$ cat config.mk
export PLATFORM = sky130hd
export DESIGN_NAME = fifo_sync_mc
export DESIGN_NICKNAME = d
export VERILOG_FILES = /design/src/rtl/fifo_pkg.sv /design/src/rtl/fifo_ptr_ctrl.sv /design/src/rtl/fifo_sync_mc.sv
export SDC_FILE = /design/constraint.sdc
export NUM_CORES = 1
export LEC_CHECK = 0
export CAP_MARGIN = 20
export CORE_MARGIN = 4
export CORE_UTILIZATION = 40
export DETAILED_ROUTE_END_ITERATION = 10
export GPL_TIMING_DRIVEN = 1
export PLACE_DENSITY = 0.6
export SETUP_SLACK_MARGIN = 0.05
export SKIP_LAST_GASP = 1
export SLEW_MARGIN = 5
export SYNTH_ARGS = -nofsm -noshare
export SYNTH_HDL_FRONTEND = slang
export SYNTH_HIERARCHICAL = 1
export SYNTH_SLANG_ARGS = --single-unit
$ cat constraint.sdc
create_clock -name clk -period 10.65 [get_ports clk]
set_input_delay 1.5975 -clock clk [delete_from_list [all_inputs] [get_ports clk]]
set_output_delay 1.5975 -clock clk [all_outputs]
set_load 0.01 [all_outputs]
$ cat src/rtl/fifo_pkg.sv
// Shared helpers for the multi-lane synchronous FIFO: width functions and mode constants.
package fifo_pkg;

  localparam int unsigned FIFO_STD  = 0;
  localparam int unsigned FIFO_FWFT = 1;

  // Ceiling log2; clog2_f(1) == 0.
  function automatic int unsigned clog2_f(input int unsigned n);
    int unsigned r;
    longint unsigned v;
    r = 0;
    v = 1;
    while (v < longint'(n)) begin
      v = v * 2;
      r = r + 1;
    end
    return r;
  endfunction

  function automatic int unsigned ptr_w_f(input int unsigned depth);
    return (clog2_f(depth) < 1) ? 1 : clog2_f(depth);
  endfunction

  function automatic int unsigned lvl_w_f(input int unsigned depth);
    return clog2_f(depth + 1);
  endfunction

endpackage

$ cat src/rtl/fifo_ptr_ctrl.sv
// Pointer, occupancy and flag control for fifo_sync_mc; supports non-power-of-two depths.
module fifo_ptr_ctrl
  import fifo_pkg::*;
#(
  parameter int unsigned DEPTH     = 8,
  parameter int unsigned AF_THRESH = DEPTH - 1,
  parameter int unsigned AE_THRESH = 1,
  localparam int unsigned PW       = ptr_w_f(DEPTH),
  localparam int unsigned LW       = lvl_w_f(DEPTH)
) (
  input  logic          clk,
  input  logic          rst,
  input  logic          wr_req,
  input  logic          rd_req,
  input  logic          clr_err,
  output logic          wr_acc,
  output logic          rd_acc,
  output logic [PW-1:0] wr_ptr,
  output logic [PW-1:0] rd_ptr,
  output logic [LW-1:0] level,
  output logic          full,
  output logic          empty,
  output logic          almost_full,
  output logic          almost_empty,
  output logic          overflow,
  output logic          underflow
);

  if (!(DEPTH >= 2 && AE_THRESH < AF_THRESH && AF_THRESH <= DEPTH)) begin : gen_param_err
    $error("fifo_ptr_ctrl: illegal DEPTH/AF_THRESH/AE_THRESH combination");
  end

  localparam logic [PW-1:0] PtrMax = PW'(DEPTH - 1);
  localparam logic [LW-1:0] LvlMax = LW'(DEPTH);
  localparam logic [LW-1:0] AfLvl  = LW'(AF_THRESH);
  localparam logic [LW-1:0] AeLvl  = LW'(AE_THRESH);

  logic [PW-1:0] wr_ptr_q, wr_ptr_d;
  logic [PW-1:0] rd_ptr_q, rd_ptr_d;
  logic [LW-1:0] level_q, level_d;
  logic          full_q, empty_q, af_q, ae_q;
  logic          ovf_q, ovf_d, unf_q, unf_d;

  assign wr_acc = wr_req & ~full_q;
  assign rd_acc = rd_req & ~empty_q;

  always_comb begin
    wr_ptr_d = wr_ptr_q;
    rd_ptr_d = rd_ptr_q;
    level_d  = level_q;
    ovf_d    = ovf_q;
    unf_d    = unf_q;

    // Explicit wrap compare so any DEPTH works, not just powers of two.
    if (wr_acc) wr_ptr_d = (wr_ptr_q == PtrMax) ? '0 : wr_ptr_q + 1'b1;
    if (rd_acc) rd_ptr_d = (rd_ptr_q == PtrMax) ? '0 : rd_ptr_q + 1'b1;

    case ({wr_acc, rd_acc})
      2'b10:   level_d = level_q + 1'b1;
      2'b01:   level_d = level_q - 1'b1;
      default: level_d = level_q;
    endcase

    // Setting beats clearing when both happen in one cycle.
    if (wr_req && full_q)       ovf_d = 1'b1;
    else if (clr_err)           ovf_d = 1'b0;
    if (rd_req && empty_q)      unf_d = 1'b1;
    else if (clr_err)           unf_d = 1'b0;
  end

  always_ff @(posedge clk) begin
    if (rst) begin
      wr_ptr_q <= '0;
      rd_ptr_q <= '0;
      level_q  <= '0;
      full_q   <= 1'b0;
      empty_q  <= 1'b1;
      af_q     <= 1'b0;
      ae_q     <= 1'b1;
      ovf_q    <= 1'b0;
      unf_q    <= 1'b0;
    end else begin
      wr_ptr_q <= wr_ptr_d;
      rd_ptr_q <= rd_ptr_d;
      level_q  <= level_d;
      // Flags come from the next level so they line up with level_q.
      full_q   <= (level_d == LvlMax);
      empty_q  <= (level_d == '0);
      af_q     <= (level_d >= AfLvl);
      ae_q     <= (level_d <= AeLvl);
      ovf_q    <= ovf_d;
      unf_q    <= unf_d;
    end
  end

  assign wr_ptr       = wr_ptr_q;
  assign rd_ptr       = rd_ptr_q;
  assign level        = level_q;
  assign full         = full_q;
  assign empty        = empty_q;
  assign almost_full  = af_q;
  assign almost_empty = ae_q;
  assign overflow     = ovf_q;
  assign underflow    = unf_q;

endmodule

$ cat src/rtl/fifo_sync_mc.sv
// Multi-lane synchronous FIFO: NUM_CH lanes per entry, standard or first-word-fall-through read.
module fifo_sync_mc
  import fifo_pkg::*;
#(
  parameter int unsigned DATA_WIDTH = 32,
  parameter int unsigned NUM_CH     = 3,
  parameter int unsigned DEPTH      = 8,
  parameter int unsigned FWFT       = FIFO_STD,
  parameter int unsigned AF_THRESH  = DEPTH - 1,
  parameter int unsigned AE_THRESH  = 1,
  localparam int unsigned W         = NUM_CH * DATA_WIDTH,
  localparam int unsigned LW        = lvl_w_f(DEPTH)
) (
  input  logic          clk,
  input  logic          rst,
  input  logic          wr_req,
  input  logic [W-1:0]  data_in,
  input  logic          rd_req,
  output logic [W-1:0]  data_out,
  output logic          rd_valid,
  output logic          full,
  output logic          empty,
  output logic          almost_full,
  output logic          almost_empty,
  output logic [LW-1:0] level,
  output logic          overflow,
  output logic          underflow,
  input  logic          clr_err
);

  localparam int unsigned PW = ptr_w_f(DEPTH);

  logic          wr_acc, rd_acc;
  logic [PW-1:0] wr_ptr, rd_ptr;
  logic [W-1:0]  mem_q [DEPTH];

  fifo_ptr_ctrl #(
    .DEPTH    (DEPTH),
    .AF_THRESH(AF_THRESH),
    .AE_THRESH(AE_THRESH)
  ) u_ptr_ctrl (
    .clk         (clk),
    .rst         (rst),
    .wr_req      (wr_req),
    .rd_req      (rd_req),
    .clr_err     (clr_err),
    .wr_acc      (wr_acc),
    .rd_acc      (rd_acc),
    .wr_ptr      (wr_ptr),
    .rd_ptr      (rd_ptr),
    .level       (level),
    .full        (full),
    .empty       (empty),
    .almost_full (almost_full),
    .almost_empty(almost_empty),
    .overflow    (overflow),
    .underflow   (underflow)
  );

  // Storage is deliberately not reset; level/pointers define what is valid.
  always_ff @(posedge clk) begin
    if (!rst && wr_acc) mem_q[wr_ptr] <= data_in;
  end

  if (FWFT == FIFO_FWFT) begin : gen_fwft
    logic unused_rd_acc;
    assign unused_rd_acc = rd_acc;
    // Masked while empty so stale or uninitialised storage never reaches the port.
    assign data_out = empty ? '0 : mem_q[rd_ptr];
    assign rd_valid = ~empty;
  end else begin : gen_std
    logic [W-1:0] dout_q;
    logic         vld_q;

    always_ff @(posedge clk) begin
      if (rst) begin
        dout_q <= '0;
        vld_q  <= 1'b0;
      end else begin
        vld_q <= rd_acc;
        if (rd_acc) dout_q <= mem_q[rd_ptr];
      end
    end

    assign data_out = dout_q;
    assign rd_valid = vld_q;
  end

endmodule

==> impl_results.md <==
- Bufs on Longest Clock Path: 3
- Total track usage: 16.3%
- Iteration-0 DRC Markers: 1109
- Worst-path clk slew: 0.06 ns
- Worst clock skew: 0.0245 ns
- Slew @ Worst Pin: 1.09 ns
- First-pass GRT wire length: 111 mm
- Simple-Gate Fraction of Synth Area: 1.81%
- Comb pwr share: between 10% and 20%
- Max-Cap Viols: 0
- Critical Path Slowest Stage Cell: buf_4
- CORE AREA: approximately 84000 um^2
- Pwr dens: 210 nW/um^2
- Final worst path period share: a little over two fifths
- Switching Share: 24.0%
- Top post-synthesis cells by area: edfxtp_1 (68%), dfxtp_1 (6.7%), mux2_2 (6.4%)
- Latest clock arrival within the worst-skew pair: 0.64 ns
- Die Span Y: 299 um
- Flop pwr share: a little under half
- Die area: between 80000 and 90000 um^2
- Layout Utilization: 47.7%
- DRT Pass-1 Iters: 5
- Main synth FF type: edfxtp_1
- Worst setup margin: roughly 6.1 ns
- Setup TNS: 0 ns
- Pleak: 0.0125 uW
- Arrival @ worst endpoint: 4.80 ns
- NetSw: 2020 uW
- Max incr delay on CP: around 0.8 ns
- Multiplexer share of the synthesized area: 12.1%
- Setup-failing EPs final: 0
- I/O pin cnt: 208
- Cts hold-fix bufs: 0
- RSZ-0062 raised after global routing: no
- Routed wire length: about 74 mm
- Post-detail-place hpwl: 41.5 mm
- Clk pwr share: 38.7%
- Layout cells sized above 1: ~22%
- Post-Syn Instances: 1855
- Hold Crit Class: register to register
- Distinct cells, synth: 49
- Fin area: 40000 um^2
- # H-tree levels: 3
- Vias in the first global route: roughly 18000
- Avg Synthesized Cell Area: ~18 um^2
- Initial antenna violation count: 14
- # Post-CTS Setup Buffers: 0
- Max Slew Vio Count: 0
- Main combinational cell family by area after synthesis: multiplexers
- Mapped Nets: 1962
- Clock Sinks: 881
- Starting density of the core: 40.4%
- Yosys warns: 6
- Dominant cell type by area after synthesis: edfxtp_1
- Die span in x: 299 um
- Largest net degree at the start of global routing: about 140
- Post-synthesis adder-cell area fraction: 0.222%
- Detail Route Antenna Nets: 0
- Global route overflow: 0
- Total power: roughly 8400 uW
- Wirelength per Cell: 22.6 um
- Count leader, synth: edfxtp_1
- # rows: 106
- Root Driver: clkbuf_16
- Most used cell, CP: buf_4
- Via count: around 17000
- Seq cells post-synth: a little under 900
- Placer Congestion: 0.696
- Peak VDD IR: 0.133 mV
- Period minus WS final: 4.56 ns
- Critical Path Fanout Max: 53
- Number of synthesized flops with an enable pin: 768
- Critical Path Start Type: input port
- Crit Path Class: input port to register
- Number of nets in the layout: 2170
- Post-synth top cells: edfxtp_1 (768), mux2i_1 (193), mux2_2 (192), dfxtp_1 (113), nor2_1 (112)
- Place WS: 5.42 ns
- Sequential fraction of the synthesis area: roughly three quarters
- Vias/cell: 5.23
- DP Area: 36800 um^2
- CP Cell Sequence: clkdlybuf4s50_1 > nand2b_2 > inv_8 > nand3b_1 > nor2_4 > buf_4 > buf_4
- Slew headroom: 27.4%
- Power Internal: around 6400 uW
- CTS tree: done
- Maximum clock frequency: 219 MHz
- CTS Buf Count: 92
- Final hold viol count: 0
- Synth-to-Final Area Change: 18.2%
- CP endpoint kind: register
- Fillers: 6973
- Asr flop ratio synth: 0%
- Residual DRC: 0
- WP data required: 10.90 ns
- # resized after CTS: 0
- Status: finished, final reports clean
- Cell Area, Synth: about 34000 um^2
- Port bufs: 207
- Synth Area in XOR/XNOR: 0.126%
- Post-synthesis compound-gate area fraction: 8.28%
- Synth top area share: around two thirds
logic make-up after synthesis:
family	after synthesis
AO/OA/AOI/OAI	309
XOR/XNOR	4
adder cells (fa/ha/maj)	6
buffers and inverters	129
flip-flops	881
multiplexers	385
AND/OR/NAND/NOR	141
power groups by stage:
stage / Clock (uW) / Combinational, uW / Sequential, uW
3_3_place_gp: 0 / 1160 / 4060
4_1_cts: 3340 / 1190 / 3990
2_1_floorplan: 0 / 797 / 4070
3_5_place_dp: 0 / 1180 / 4060
6_report: 3250 / 1170 / 3990
5_1_grt: 3490 / 1260 / 4000
final timing paths:
| kind | to | cells after the start | slack (ns) | from |
|---|---|---|---|---|
| worst max register to register | data_out[50]$_SDFFE_PP0P_ | 6 | 6.61 | u_ptr_ctrl/rd_ptr[0]$_SDFFE_PP0P_ |
| worst max-delay path | mem_q[5][63]$_DFFE_PP_ | 7 | 6.09 | wr_req |
| worst min-delay path | data_out[38]$_SDFFE_PP0P_ | 2 | 0.48 | data_out[38]$_SDFFE_PP0P_ |
| worst min register to register | data_out[38]$_SDFFE_PP0P_ | 2 | 0.48 | data_out[38]$_SDFFE_PP0P_ |
registers in the layout (all words and copies together), names as in the netlist:
register,cells
data_out,96
mem_q,768
rd_valid,1
u_ptr_ctrl/almost_empty,1
u_ptr_ctrl/almost_full,1
u_ptr_ctrl/empty,1
u_ptr_ctrl/full,1
u_ptr_ctrl/level,4
u_ptr_ctrl/overflow,1
u_ptr_ctrl/rd_ptr,3
u_ptr_ctrl/underflow,1
u_ptr_ctrl/wr_ptr,3
worst max-delay path: cells and delay by family:
kind	cells	cell delay (ns)
buffers and inverters	4	2.01
and+or+nand+nor	3	1.16
layer usage:
| metal | GRT usage (%) | wire, um | vias to the layer above |
|---|---|---|---|
| met5 | 0 | 108 | - |
| met4 | 4.46 | 1440 | 16 |
| met3 | 3.71 | 4140 | 114 |
| met2 | 27.3 | 36500 | 372 |
| met1 | 21.4 | 32100 | 8770 |
| li1 | - | - | 7890 |
cells in the final DEF, fill, tap and decap left out, drive strengths merged, types with 30 or more instances in the layout:
master	instances
a211oi	96
buf	30
clkdlybuf4s50	206
a221o	70
o22ai	72
mux2i	193
mux2	192
edfxtp	768
dfxtp	113
clkinv	32
clkbuf	119
nor2	112
metrics by stage:
stage | hold slack (ns) | cells
5_1_grt | 0.510 | 3277
3_3_place_gp | 0.472 | 3101
4_1_cts | 0.487 | 3276
2_1_floorplan | 0.459 | 1855
3_5_place_dp | 0.478 | 3103
6_report | 0.483 | 3282
cell type report:
class                           count  area, um^2  share of cell area (%)
Clock buffer                      119        2590                    6.47
Timing Repair Buffer              236        2340                    5.86
Sequential cell                   881       25300                    63.3
Tap cell                         1134        1420                    3.55
Clock inverter                     54         569                    1.42
Multi-Input combinational cell    845        7720                    19.3
Inverter                            7        41.3                   0.103
Antenna cell                        6        15.0                  0.0375
Note: power is estimated with default switching activity, not from simulation.
